[config.mk]
export PLATFORM = sky130hd
export DESIGN_NAME = dec_to_gray_encoder_flat
export DESIGN_NICKNAME = d
export VERILOG_FILES = /design/src/rtl/gray_pkg.sv /design/src/rtl/dec_to_gray_encoder_if.sv /design/src/rtl/gray_out_stage.sv /design/src/rtl/dec_to_gray_encoder.sv /design/src/flat_wrapper.sv
export SDC_FILE = /design/constraint.sdc
export NUM_CORES = 1
export LEC_CHECK = 0
export CORE_MARGIN = 2
export CORE_UTILIZATION = 51
export CTS_CLUSTER_SIZE = 14
export DETAILED_ROUTE_END_ITERATION = 10
export PLACE_DENSITY = 0.8
export SETUP_SLACK_MARGIN = 0.3
export SLEW_MARGIN = 25
export SYNTH_ARGS = -nofsm -noshare
export SYNTH_HDL_FRONTEND = slang
export SYNTH_SLANG_ARGS = --single-unit
[constraint.sdc]
create_clock -name clk -period 2.94 [get_ports clk]
set_clock_uncertainty 0.05 [all_clocks]
set_input_delay 0.588 -clock clk [delete_from_list [all_inputs] [get_ports clk]]
set_output_delay 0.588 -clock clk [all_outputs]
set_load 0.02 [all_outputs]
[src/rtl/gray_pkg.sv]
// Shared definitions for the Gray encoder and its decoder-side consumers.
//   - state_e    : encoder FSM states
//   - DEC_MAX    : default highest legal decimal digit
//   - GRAY_WIDTH : default digit / Gray word width
//   - bin2gray() : binary-to-Gray conversion. It works on a 32-bit container,
//                  so callers narrow the result to their own WIDTH.
package gray_pkg;

    localparam int GRAY_WIDTH = 4;
    localparam int DEC_MAX    = 9;

    typedef enum logic [0:0] {
        IDLE  = 1'b0,
        SWEEP = 1'b1
    } state_e;

    function automatic logic [31:0] bin2gray(input logic [31:0] b);
        return b ^ (b >> 1);
    endfunction

endpackage

[src/rtl/dec_to_gray_encoder_if.sv]
// Handshake bundle between a digit source / Gray sink and the encoder.
//   slave  : encoder side (consumes digits, produces Gray words)
//   master : environment side
// Signals: in_valid/in_ready/in_dec (digit input), sweep_start/sweep_busy,
//          out_valid/out_ready/out_gray/out_err (Gray output)
interface dec_to_gray_encoder_if #(parameter int WIDTH = 4);

    logic             in_valid;
    logic             in_ready;
    logic [WIDTH-1:0] in_dec;
    logic             sweep_start;
    logic             sweep_busy;
    logic             out_valid;
    logic             out_ready;
    logic [WIDTH-1:0] out_gray;
    logic             out_err;

    modport slave (
        input  in_valid, in_dec, sweep_start, out_ready,
        output in_ready, sweep_busy, out_valid, out_gray, out_err
    );

    modport master (
        output in_valid, in_dec, sweep_start, out_ready,
        input  in_ready, sweep_busy, out_valid, out_gray, out_err
    );

endinterface

[src/rtl/gray_out_stage.sv]
// Single-entry valid/ready output register carrying a Gray word and its error flag.
// Ports: i_clk, i_rst (async active-high), i_load (write a new entry),
//        i_data/i_err (entry contents), i_ready (downstream accepts),
//        o_valid/o_data/o_err (registered entry).
// The caller only raises i_load when the entry is free or is being taken
// this cycle, so a load never overwrites a word that has not transferred.
module gray_out_stage #(
    parameter int WIDTH = 4
) (
    input  logic             i_clk,
    input  logic             i_rst,
    input  logic             i_load,
    input  logic [WIDTH-1:0] i_data,
    input  logic             i_err,
    input  logic             i_ready,
    output logic             o_valid,
    output logic [WIDTH-1:0] o_data,
    output logic             o_err
);

    logic             r_valid;
    logic [WIDTH-1:0] r_data;
    logic             r_err;

    // Entry register: load new word, or empty it once the word is taken.
    always_ff @(posedge i_clk or posedge i_rst) begin
        if (i_rst) begin
            r_valid <= 1'b0;
            r_data  <= '0;
            r_err   <= 1'b0;
        end else if (i_load) begin
            r_valid <= 1'b1;
            r_data  <= i_data;
            r_err   <= i_err;
        end else if (r_valid && i_ready) begin
            r_valid <= 1'b0;
        end else begin
            r_valid <= r_valid;
        end
    end

    assign o_valid = r_valid;
    assign o_data  = r_data;
    assign o_err   = r_err;

endmodule

[src/rtl/dec_to_gray_encoder.sv]
// Decimal-digit to Gray encoder with an auto-sweep mode for decoder bring-up.
// Ports: clk, rst (async active-high), bus (slave modport of dec_to_gray_encoder_if).
//   Digit path: an accepted digit appears as a registered Gray word one cycle later.
//               Digits above MAX_DEC produce Gray 0 with out_err set.
//   Sweep path: a sweep_start pulse in IDLE emits gray(0..MAX_DEC) once, in order,
//               honouring backpressure. sweep_busy is high while words remain to load.
module dec_to_gray_encoder
    import gray_pkg::*;
#(
    parameter int WIDTH   = GRAY_WIDTH,
    parameter int MAX_DEC = DEC_MAX
) (
    input  logic                   clk,
    input  logic                   rst,
    dec_to_gray_encoder_if.slave   bus
);

    localparam logic [WIDTH-1:0] MAX_W = WIDTH'(MAX_DEC);

    state_e           r_state;
    state_e           w_state_nxt;
    logic [WIDTH-1:0] r_cnt;
    logic [WIDTH-1:0] w_cnt_nxt;

    logic             w_stage_free;
    logic             w_in_ready;
    logic             w_accept;
    logic             w_sweep_load;
    logic             w_load;
    logic [WIDTH-1:0] w_data;
    logic             w_err;

    logic             w_out_valid;
    logic [WIDTH-1:0] w_out_gray;
    logic             w_out_err;

    // The output entry can take a word when empty or being drained this cycle.
    assign w_stage_free = !w_out_valid || bus.out_ready;
    assign w_in_ready   = (r_state == IDLE) && !bus.sweep_start && w_stage_free;
    assign w_accept     = bus.in_valid && w_in_ready;
    assign w_sweep_load = (r_state == SWEEP) && w_stage_free;

    // State register and sweep counter.
    always_ff @(posedge clk or posedge rst) begin
        if (rst) begin
            r_state <= IDLE;
            r_cnt   <= '0;
        end else begin
            r_state <= w_state_nxt;
            r_cnt   <= w_cnt_nxt;
        end
    end

    // Next-state logic; the last sweep word returns to IDLE on the edge it loads.
    always_comb begin
        w_state_nxt = r_state;
        w_cnt_nxt   = r_cnt;
        case (r_state)
            IDLE: begin
                if (bus.sweep_start) begin
                    w_state_nxt = SWEEP;
                    w_cnt_nxt   = '0;
                end else begin
                    w_state_nxt = IDLE;
                end
            end
            SWEEP: begin
                if (w_sweep_load && (r_cnt == MAX_W)) begin
                    w_state_nxt = IDLE;
                    w_cnt_nxt   = '0;
                end else if (w_sweep_load) begin
                    w_cnt_nxt   = r_cnt + WIDTH'(1);
                end else begin
                    w_cnt_nxt   = r_cnt;
                end
            end
            default: begin
                w_state_nxt = IDLE;
                w_cnt_nxt   = '0;
            end
        endcase
    end

    // Output logic: select the word to load and range-check accepted digits.
    always_comb begin
        w_load = w_accept || w_sweep_load;
        w_data = '0;
        w_err  = 1'b0;
        if (r_state == SWEEP) begin
            w_data = WIDTH'(bin2gray(32'(r_cnt)));
            w_err  = 1'b0;
        end else if (bus.in_dec > MAX_W) begin
            w_data = '0;
            w_err  = 1'b1;
        end else begin
            w_data = WIDTH'(bin2gray(32'(bus.in_dec)));
            w_err  = 1'b0;
        end
    end

    gray_out_stage #(.WIDTH(WIDTH)) u_out_stage (
        .i_clk   (clk),
        .i_rst   (rst),
        .i_load  (w_load),
        .i_data  (w_data),
        .i_err   (w_err),
        .i_ready (bus.out_ready),
        .o_valid (w_out_valid),
        .o_data  (w_out_gray),
        .o_err   (w_out_err)
    );

    assign bus.in_ready   = w_in_ready;
    assign bus.sweep_busy = (r_state == SWEEP);
    assign bus.out_valid  = w_out_valid;
    assign bus.out_gray   = w_out_gray;
    assign bus.out_err    = w_out_err;

endmodule
[src/flat_wrapper.sv]
// flat-port wrapper written by rule: the top's interface ports become plain ports
module dec_to_gray_encoder_flat import gray_pkg::*;
#(
    parameter int WIDTH   = GRAY_WIDTH,
    parameter int MAX_DEC = DEC_MAX
)
  (clk, rst, bus_in_valid, bus_in_dec, bus_sweep_start, bus_out_ready, bus_in_ready, bus_sweep_busy, bus_out_valid, bus_out_gray, bus_out_err);
  dec_to_gray_encoder_if #(.WIDTH(WIDTH)) bus_i ();
  input  logic clk;
  input  logic rst;
  input wire logic [$bits(bus_i.in_valid)-1:0] bus_in_valid;
  input wire logic [$bits(bus_i.in_dec)-1:0] bus_in_dec;
  input wire logic [$bits(bus_i.sweep_start)-1:0] bus_sweep_start;
  input wire logic [$bits(bus_i.out_ready)-1:0] bus_out_ready;
  output wire logic [$bits(bus_i.in_ready)-1:0] bus_in_ready;
  output wire logic [$bits(bus_i.sweep_busy)-1:0] bus_sweep_busy;
  output wire logic [$bits(bus_i.out_valid)-1:0] bus_out_valid;
  output wire logic [$bits(bus_i.out_gray)-1:0] bus_out_gray;
  output wire logic [$bits(bus_i.out_err)-1:0] bus_out_err;
  assign bus_i.in_valid = bus_in_valid;
  assign bus_i.in_dec = bus_in_dec;
  assign bus_i.sweep_start = bus_sweep_start;
  assign bus_i.out_ready = bus_out_ready;
  assign bus_in_ready = bus_i.in_ready;
  assign bus_sweep_busy = bus_i.sweep_busy;
  assign bus_out_valid = bus_i.out_valid;
  assign bus_out_gray = bus_i.out_gray;
  assign bus_out_err = bus_i.out_err;
  dec_to_gray_encoder #(.WIDTH(WIDTH), .MAX_DEC(MAX_DEC)) u_core (.clk(clk), .rst(rst), .bus(bus_i));
endmodule
==> qor.yml, run 1 <==
outcome: "completed"
netlist_area_um2: 714
portBuffers: 16
critical_path.max_fanout: 15
fmax_mhz: 444
syn_inst: 72
mostFrequentLayoutCell: "clkdlybuf4s50_1"
drive_above_1_share_pct: 10.0
num_rows: 13
crit_start: "u_core.bus.sweep_busy$_DFF_PP0_"
crit_path_top_delay_cell: "clkdlybuf4s50_1"
grt_pass1_wl_um: 2290
grt_antenna_before_repair: 0
path_delay_family: "buffers and inverters"
ys_seq_area_share_pct: 38.5
critPathBufInv: 1
grt_overflow: 0
clk_path_buf_depth: 2
period_needed_ns: 2.25
dr.pass1.iters: 4
hold_buffers: 0
cts_tree: "built"
crit_type: "reg -> out"
cts_sinks: 11
worstMarginPinSlew_ns: 0.487
hold_viol_final: 0
crit_chain: "clkdlybuf4s50_1"
core_um2: 1300
clkLatencyLatePin_ns: 0.27
drt-vias-per-instance: 5.66
hp-start: "u_core.u_out_stage.o_data[1]$_DFFE_PP0P_"
slew_violations: 0
drtAntennaViolNets: 0
fin_setup_tns_ns: 0
rsz0062_at_grt: "no"
synth_top_area_cell: "dfrtp_1"
io_pins: 17
hold_slack_ns: 0.465
min_to: "u_core.u_out_stage.o_data[1]$_DFFE_PP0P_"
area_growth_pct: 26.4
slew-limit-headroom_pct: 67.5
synth_warnings: 0
syn_avg_cell_area_um2: 9.92
routedWlPerCell_um: 13.4
synth_top_cell_area_share_pct: 38.5
ctsRootBufferMaster: "clkbuf_4"
cap_violations: 0
cp.arrival_ns: 1.61
gp_congestion: 0.753
worstRegToRegCells: 3
dieArea_um2: 1720
layout_common_cells: "clkdlybuf4s50_1 (15), dfrtp_1 (11), nand2_1 (9), ha_1 (8), inv_1 (7)"
drt_iter0_drc: 8
rrSetupSlack_ns: 1.43
syn-num-nets: 89
n_antenna_cell: 0
die_w_um: 41.4
wl_um: 1400
synthArstFlopShare_pct: 100
p_leak_nw: 0.438
worst_ep_required_time_ns: 2.30
period_share_pct: 76.6
p_per_area_nw_per_um2: 852
worstHoldPathType: "reg -> reg"
ir_drop_v: 0.000490
final_nets: 108
grt_max_degree: 16
synth_top_cells_by_area: "dfrtp_1 (39%), ha_1 (14%), nand2_1 (4.7%)"
dr_total_vias: 594
start_util_pct: 54.9
dp_hpwl_um: 1100
final_util_pct: 69.4
drc: 0
cts-htree-levels: 1
numCtsBuffers: 3
timing.rr.start: "u_core.bus.sweep_busy$_DFF_PP0_"
r2r-end: "u_core.r_cnt[2]$_DFFE_PP0P_"
setup_viol: 0
synthFlopType: "dfrtp_1"
cp_slowest_stage_delay_ns: 0.70
yosys_register_bits: 11
yosysUniqueCellTypes: 28
hold_depth: 1
start_kind: "flip-flop"
synth_edf_count: 0
dieHeight_um: 41.4
grt_pass1_vias: 540
endpoint_kind: "output port"
grt_usage_pct: 17.4
clk_pin_slew_ns: 0.07
-- cell usage after synthesis, types with 2 or more instances --
master   instances
dfrtp_1         11
ha_1             8
inv_1            7
nand2_1          9
nor2_1           4
nor2b_4          2
nor3_1           3
nor3b_1          2
o21ai_0          6
o22a_1           2
-- sequential cells by signal, indices dropped and copies added (netlist names) --
name,cells
u_core.u_out_stage.o_valid,1
u_core.r_cnt,4
u_core.u_out_stage.o_err,1
u_core.bus.sweep_busy,1
u_core.u_out_stage.o_data,4
-- through the flow --
stage                     cell area (um^2)  worst slack (ns)  total power [mW]  instances
after global placement                 875             0.392             0.666        101
after global routing                   903             0.633             0.831        105
final                                  903             0.688             0.769        105
after CTS                              901             0.385             0.778        105
after detailed placement               875             0.384             0.674        101
after floorplan                        714              1.10             0.537         72
-- routing by layer --
| layer | track usage [%] | wire length [um] |
|---|---|---|
| met1 | 20.1 | 574 |
| met2 | 27.8 | 698 |
| met3 | 7.83 | 95 |
| met4 | 7.10 | 33 |
| met5 | 0 | 0 |
-- layout make-up --
cell class / instances / area (um^2)
clock buffer: 4 / 26.3
sequential: 11 / 275
tap: 15 / 18.8
inverter: 8 / 30.0
fill: 110 / 398
multi-input combinational: 51 / 390
timing repair buffer: 16 / 163
-- power by group --
part           switching (mW)  internal (mW)
clock network          0.0467         0.0524
registers              0.0750          0.217
logic                   0.188          0.190
total                   0.310          0.460
-- kinds of logic after synthesis --
group | after synthesis | share of synthesized area, %
simple gates | 23 | 18.0
compound gates | 18 | 19.3
flops | 11 | 38.5
buf+inv | 10 | 6.83
fa+ha+maj | 8 | 14.0
xor+xnor | 1 | 1.23
mux | 1 | 2.10
-- repair_timing --
| item | CTS | global route |
|---|---|---|
| gates resized for setup | 0 | 1 |
| buffers inserted | 0 | 0 |
| endpoints found under the setup margin | 0 | 1 |
-- worst max path at each step --
stage / depth (start not counted) / end
5_1_grt: 4 / bus_in_ready
3_3_place_gp: 4 / bus_in_ready
4_1_cts: 4 / bus_in_ready
3_5_place_dp: 4 / bus_in_ready
6_report: 1 / bus_sweep_busy
2_1_floorplan: 2 / bus_in_ready
(Power assumes the default switching activity.)
==> inputs of run 2 (changes only) <==
--- a/config.mk
+++ b/config.mk
@@ -6,10 +6,10 @@
 export NUM_CORES = 1
 export LEC_CHECK = 0
 export CORE_MARGIN = 2
-export CORE_UTILIZATION = 51
+export CORE_UTILIZATION = 43
 export CTS_CLUSTER_SIZE = 14
 export DETAILED_ROUTE_END_ITERATION = 10
-export PLACE_DENSITY = 0.8
+export PLACE_DENSITY = 0.71
 export SETUP_SLACK_MARGIN = 0.3
 export SLEW_MARGIN = 25
 export SYNTH_ARGS = -nofsm -noshare
==> constraint.sdc (replaced) <==
create_clock -name clk -period 2.05 [get_ports clk]
set_clock_uncertainty 0.05 [all_clocks]
set_input_delay 0.41 -clock clk [delete_from_list [all_inputs] [get_ports clk]]
set_output_delay 0.41 -clock clk [all_outputs]
set_load 0.02 [all_outputs]
==> run 2 against run 1 <==
  * Cell area increased by 6.8%
  * Combinational power rose by 60%
  * Cell count rose by 6.7%
  * Critical path type is now in -> out
  * Critical endpoint is now bus_in_ready
==> qor.yml, run 2 (synthesis results as in run 1) <==
cts_sinks: 11
core_um2: 1520
drc: 0
numCtsBuffers: 3
fin_area_um2: 965
p_per_area_nw_per_um2: 1190
dp.cells: 108
crit_chain: "clkdlybuf4s50_1, nor2b_4, nor3_1, buf_2"
ctsRootBufferMaster: "clkbuf_4"
outcome: "completed"
die_w_um: 44.8
start_util_pct: 46.9
cts_tree: "built"
drtAntennaViolNets: 0
fillCellCount: 126
grt_overflow: 0
crit_path_top_delay_cell: "clkdlybuf4s50_1"
hold_viol_final: 0
path_delay_family: "buffers and inverters"
cap_violations: 0
rsz0062_at_grt: "yes"
ir_drop_v: 0.000812
place_area_um2: 921
grt_pass1_vias: 599
drt_iter0_drc: 10
n_antenna_cell: 0
cp_slowest_stage_delay_ns: 0.50
area_growth_pct: 35.0
worstHoldPathType: "in -> async"
portBuffers: 16
grt_max_degree: 15
worst_ep_required_time_ns: 1.59
clk_pin_slew_ns: 0.07
fmax_mhz: 577
gp_congestion: 0.798
hold_slack_ns: 0.391
start_kind: "input pin"
setup_viol: 0
clkLatencyLatePin_ns: 0.27
dieHeight_um: 44.8
total_power_mw: 1.14
postCtsSetupBuffers: 0
endpoint_kind: "output port"
drt-vias-per-instance: 5.34
final_nets: 114
drive_above_1_share_pct: 18.8
p_leak_nw: 0.479
period_needed_ns: 1.73
slew_violations: 0
cp.arrival_ns: 1.27
wl_um: 1460
instances_no_fill: 112
layout_common_cells: "clkdlybuf4s50_1 (11), dfrtp_1 (11), nand2_1 (9), inv_1 (7)"
hold_buffers: 0
clk_path_buf_depth: 2
critPathBufInv: 2
num_rows: 14
grt_usage_pct: 17.9
dr.pass1.iters: 4
critical_path.max_fanout: 2
worstMarginPinSlew_ns: 0.434
routedWlPerCell_um: 13.0
cts-htree-levels: 1
period_share_pct: 84.6
dieArea_um2: 2000
dp_hpwl_um: 1110
grt_antenna_before_repair: 0
io_pins: 17
grt_pass1_wl_um: 2560
fin_setup_tns_ns: 0
crit_type: "in -> out"
dr_total_vias: 598
slew-limit-headroom_pct: 71.1
[run 2: worst paths after layout]
check | from | end | slack [ns] | depth (start not counted)
setup / recovery | bus_out_ready | bus_in_ready | 0.32 | 4
hold / removal | rst | u_core.u_out_stage.o_data[3]$_DFFE_PP0P_ | 0.39 | 2
setup reg to reg | u_core.u_out_stage.o_valid$_DFFE_PP0P_ | u_core.r_cnt[2]$_DFFE_PP0P_ | 0.61 | 5
hold reg to reg | u_core.u_out_stage.o_data[1]$_DFFE_PP0P_ | u_core.u_out_stage.o_data[1]$_DFFE_PP0P_ | 0.46 | 1
max in group asynchronous | rst | u_core.r_cnt[0]$_DFFE_PP0P_ | 1.25 | 2
min in group clk | u_core.u_out_stage.o_data[1]$_DFFE_PP0P_ | u_core.u_out_stage.o_data[1]$_DFFE_PP0P_ | 0.46 | 1
[run 2: final cells by class]
type,instances,area (um^2),area share [%]
clock buffers,4,26.3,2.72
inverters,8,30.0,3.11
multi-input cells,51,407,42.2
flip-flops and latches,11,275,28.5
well taps,16,20.0,2.08
repair buffers,22,206,21.4
[run 2: report_power, final]
part           internal (mW)  leakage [nW]  switching (mW)
Sequential             0.312         0.130          0.0753
Combinational          0.294         0.334           0.310
Clock                 0.0755        0.0150          0.0778
Total                  0.681         0.479           0.463
[run 2: repair_timing]
action | 4_1_cts | 5_1_grt
pin swaps | 0 | 2
setup endpoints to repair | 3 | 4
gates resized for setup | 3 | 9
[run 2: stage by stage]
step	setup WS [ns]	utilization, %
2_1_floorplan	0.385	-
3_3_place_gp	-0.104	60.4
3_5_place_dp	-0.131	60.4
4_1_cts	0.153	62.2
5_1_grt	0.267	63.3
6_report	0.315	63.3
[run 2: routing by layer]
layer	global-route usage, %	wire (um)
met1	23.2	676
met2	28.4	674
met3	3.60	78
met4	9.09	28
met5	0	0
==> inputs of run 3 (changes only) <==
==> constraint.sdc (replaced) <==
create_clock -name clk -period 1.5 [get_ports clk]
set_clock_uncertainty 0.05 [all_clocks]
set_input_delay 0.3 -clock clk [delete_from_list [all_inputs] [get_ports clk]]
set_output_delay 0.3 -clock clk [all_outputs]
set_load 0.02 [all_outputs]
==> run 3 against run 2 <==
  * Total power grew 78%
  * Global-route usage grew 4.0 points
  * Via count grew 19%
  * Setup slack lost 0.28 ns
  * Sequential share of layout area shrank 6.2 points
  * Count of clock-buffer cells in the layout is the same
  * Cell area grew 29%
  * Cell count grew 16%
  * Sequential power grew 42%
==> qor.yml, run 3 (synthesis results as in run 1) <==
clk_path_buf_depth: 2
wl_um: 2040
core_um2: 1520
setup_viol: 0
cts_tree: "built"
fillCellCount: 99
r2r-end: "u_core.r_cnt[2]$_DFFE_PP0P_"
slew-limit-headroom_pct: 71.0
outcome: "completed"
io_pins: 17
clk_pin_slew_ns: 0.08
period_share_pct: 97.4
n_antenna_cell: 0
final_nets: 132
critPathBufInv: 0
dr_total_vias: 712
area_growth_pct: 73.6
worst_ep_required_time_ns: 1.66
ir_drop_v: 0.00109
cp_slowest_stage_delay_ns: 0.45
numCtsBuffers: 3
instances_no_fill: 130
multiInputGateArea_um2: 495
dp_hpwl_um: 1130
gp_congestion: 0.822
slew_violations: 0
start_kind: "flip-flop"
cap_violations: 0
dp.cells: 116
portBuffers: 16
hold_viol_final: 0
grt_pass1_vias: 650
rrSetupSlack_ns: 0.04
worstHoldPathType: "in -> async"
grt_overflow: 0
clkLatencyLatePin_ns: 0.27
worstMarginPinSlew_ns: 0.434
dieHeight_um: 44.8
path_delay_family: "simple AND/OR/NAND/NOR gates"
pre_cts_slack_ns: -0.553
crit_path_top_delay_cell: "dfrtp_1"
grt_usage_pct: 21.9
drtAntennaViolNets: 0
dr.pass1.iters: 4
place_area_um2: 1020
endpoint_kind: "flip-flop"
crit_type: "reg -> reg"
ctsRootBufferMaster: "clkbuf_4"
start_util_pct: 46.9
rsz0062_at_grt: "yes"
num_rows: 14
layout_common_cells: "buf_6 (15), buf_4 (15), dfrtp_1 (10), nand2_1 (8)"
routedWlPerCell_um: 15.7
timing.final.ws_setup_ns: 0.0391
drt-vias-per-instance: 5.48
period_needed_ns: 1.46
drt_iter0_drc: 11
regArea_um2: 277
fin_setup_tns_ns: 0
drive_above_1_share_pct: 53.5
die_w_um: 44.8
cts_sinks: 11
drc: 0
fin_area_um2: 1240
fmax_mhz: 685
dieArea_um2: 2000
p_leak_nw: 0.589
grt_antenna_before_repair: 0
crit_chain: "ha_1, nand2_1, nand3b_1, nor3b_1, a21o_1"
path_depth: 5
grt_pass1_wl_um: 3000
p_per_area_nw_per_um2: 1640
cp.arrival_ns: 1.62
grt_max_degree: 12
critical_path.max_fanout: 5
timing.rr.start: "u_core.r_cnt[0]$_DFFE_PP0P_"
worstRegToRegCells: 5
cts-htree-levels: 1
[run 3: changes by cell type in the layout (fill, tap and decap cells not counted), sizes merged]
| cell | previous run | this run |
|---|---|---|
| dlymetal6s2s | 3 | 0 |
| dlygate4sd2 | 1 | 2 |
| buf | 7 | 36 |
| clkdlybuf4s50 | 11 | 2 |
[run 3: cell type report]
class	instances	share of cell area [%]
clock buffer	4	2.12
inverter	8	3.43
multi-input combinational	51	40.0
sequential	11	22.3
tap	16	1.61
timing repair buffer	40	30.6
[run 3: worst max path at each step]
stage                                            from                                        to  slack (ns)
3_5_place_dp                            bus_in_dec[2]  u_core.u_out_stage.o_data[3]$_DFFE_PP0P_       -0.55
6_report                  u_core.r_cnt[0]$_DFFE_PP0P_               u_core.r_cnt[2]$_DFFE_PP0P_        0.04
3_3_place_gp                            bus_in_dec[2]  u_core.u_out_stage.o_data[3]$_DFFE_PP0P_       -0.49
2_1_floorplan  u_core.u_out_stage.o_valid$_DFFE_PP0P_               u_core.r_cnt[2]$_DFFE_PP0P_        0.09
5_1_grt                   u_core.r_cnt[0]$_DFFE_PP0P_               u_core.r_cnt[2]$_DFFE_PP0P_        0.02
4_1_cts        u_core.u_out_stage.o_valid$_DFFE_PP0P_                              bus_in_ready        0.07
[run 3: power breakdown]
group	switching (mW)	internal, mW
Clock	0.109	0.103
Sequential	0.123	0.427
Combinational	0.585	0.688
Total	0.817	1.22
[run 3: through the flow]
step	utilization [%]	total power, mW	hold slack (ns)
3_3_place_gp	67.1	1.45	0.432
4_1_cts	76.4	1.87	0.270
5_1_grt	81.4	2.17	0.309
3_5_place_dp	67.1	1.47	0.433
2_1_floorplan	-	1.07	0.102
6_report	81.4	2.04	0.267
[run 3: worst register-to-register path, stage by stage (launching register included)]
cell and delay, ns:
dfrtp_1 0.45, ha_1 0.25, nand2_1 0.11, nand3b_1 0.18, nor3b_1 0.25, a21o_1 0.11
[run 3: routing by layer]
metal / up-vias / track usage (%) / share of wire [%]
met5: - / 0 / 0
met1: 335 / 24.9 / 37
met2: 33 / 35.9 / 53
li1: 332 / - / -
met3: 12 / 5.60 / 5.9
met4: 0 / 15.2 / 4.4
[run 3: timing repair]
| item | 4_1_cts | 5_1_grt |
|---|---|---|
| setup buffers | 7 | 3 |
| pin swaps | 7 | 6 |
| resized for setup | 63 | 28 |
| hold buffers | 0 | 0 |
| endpoints found under the setup margin | 18 | 17 |
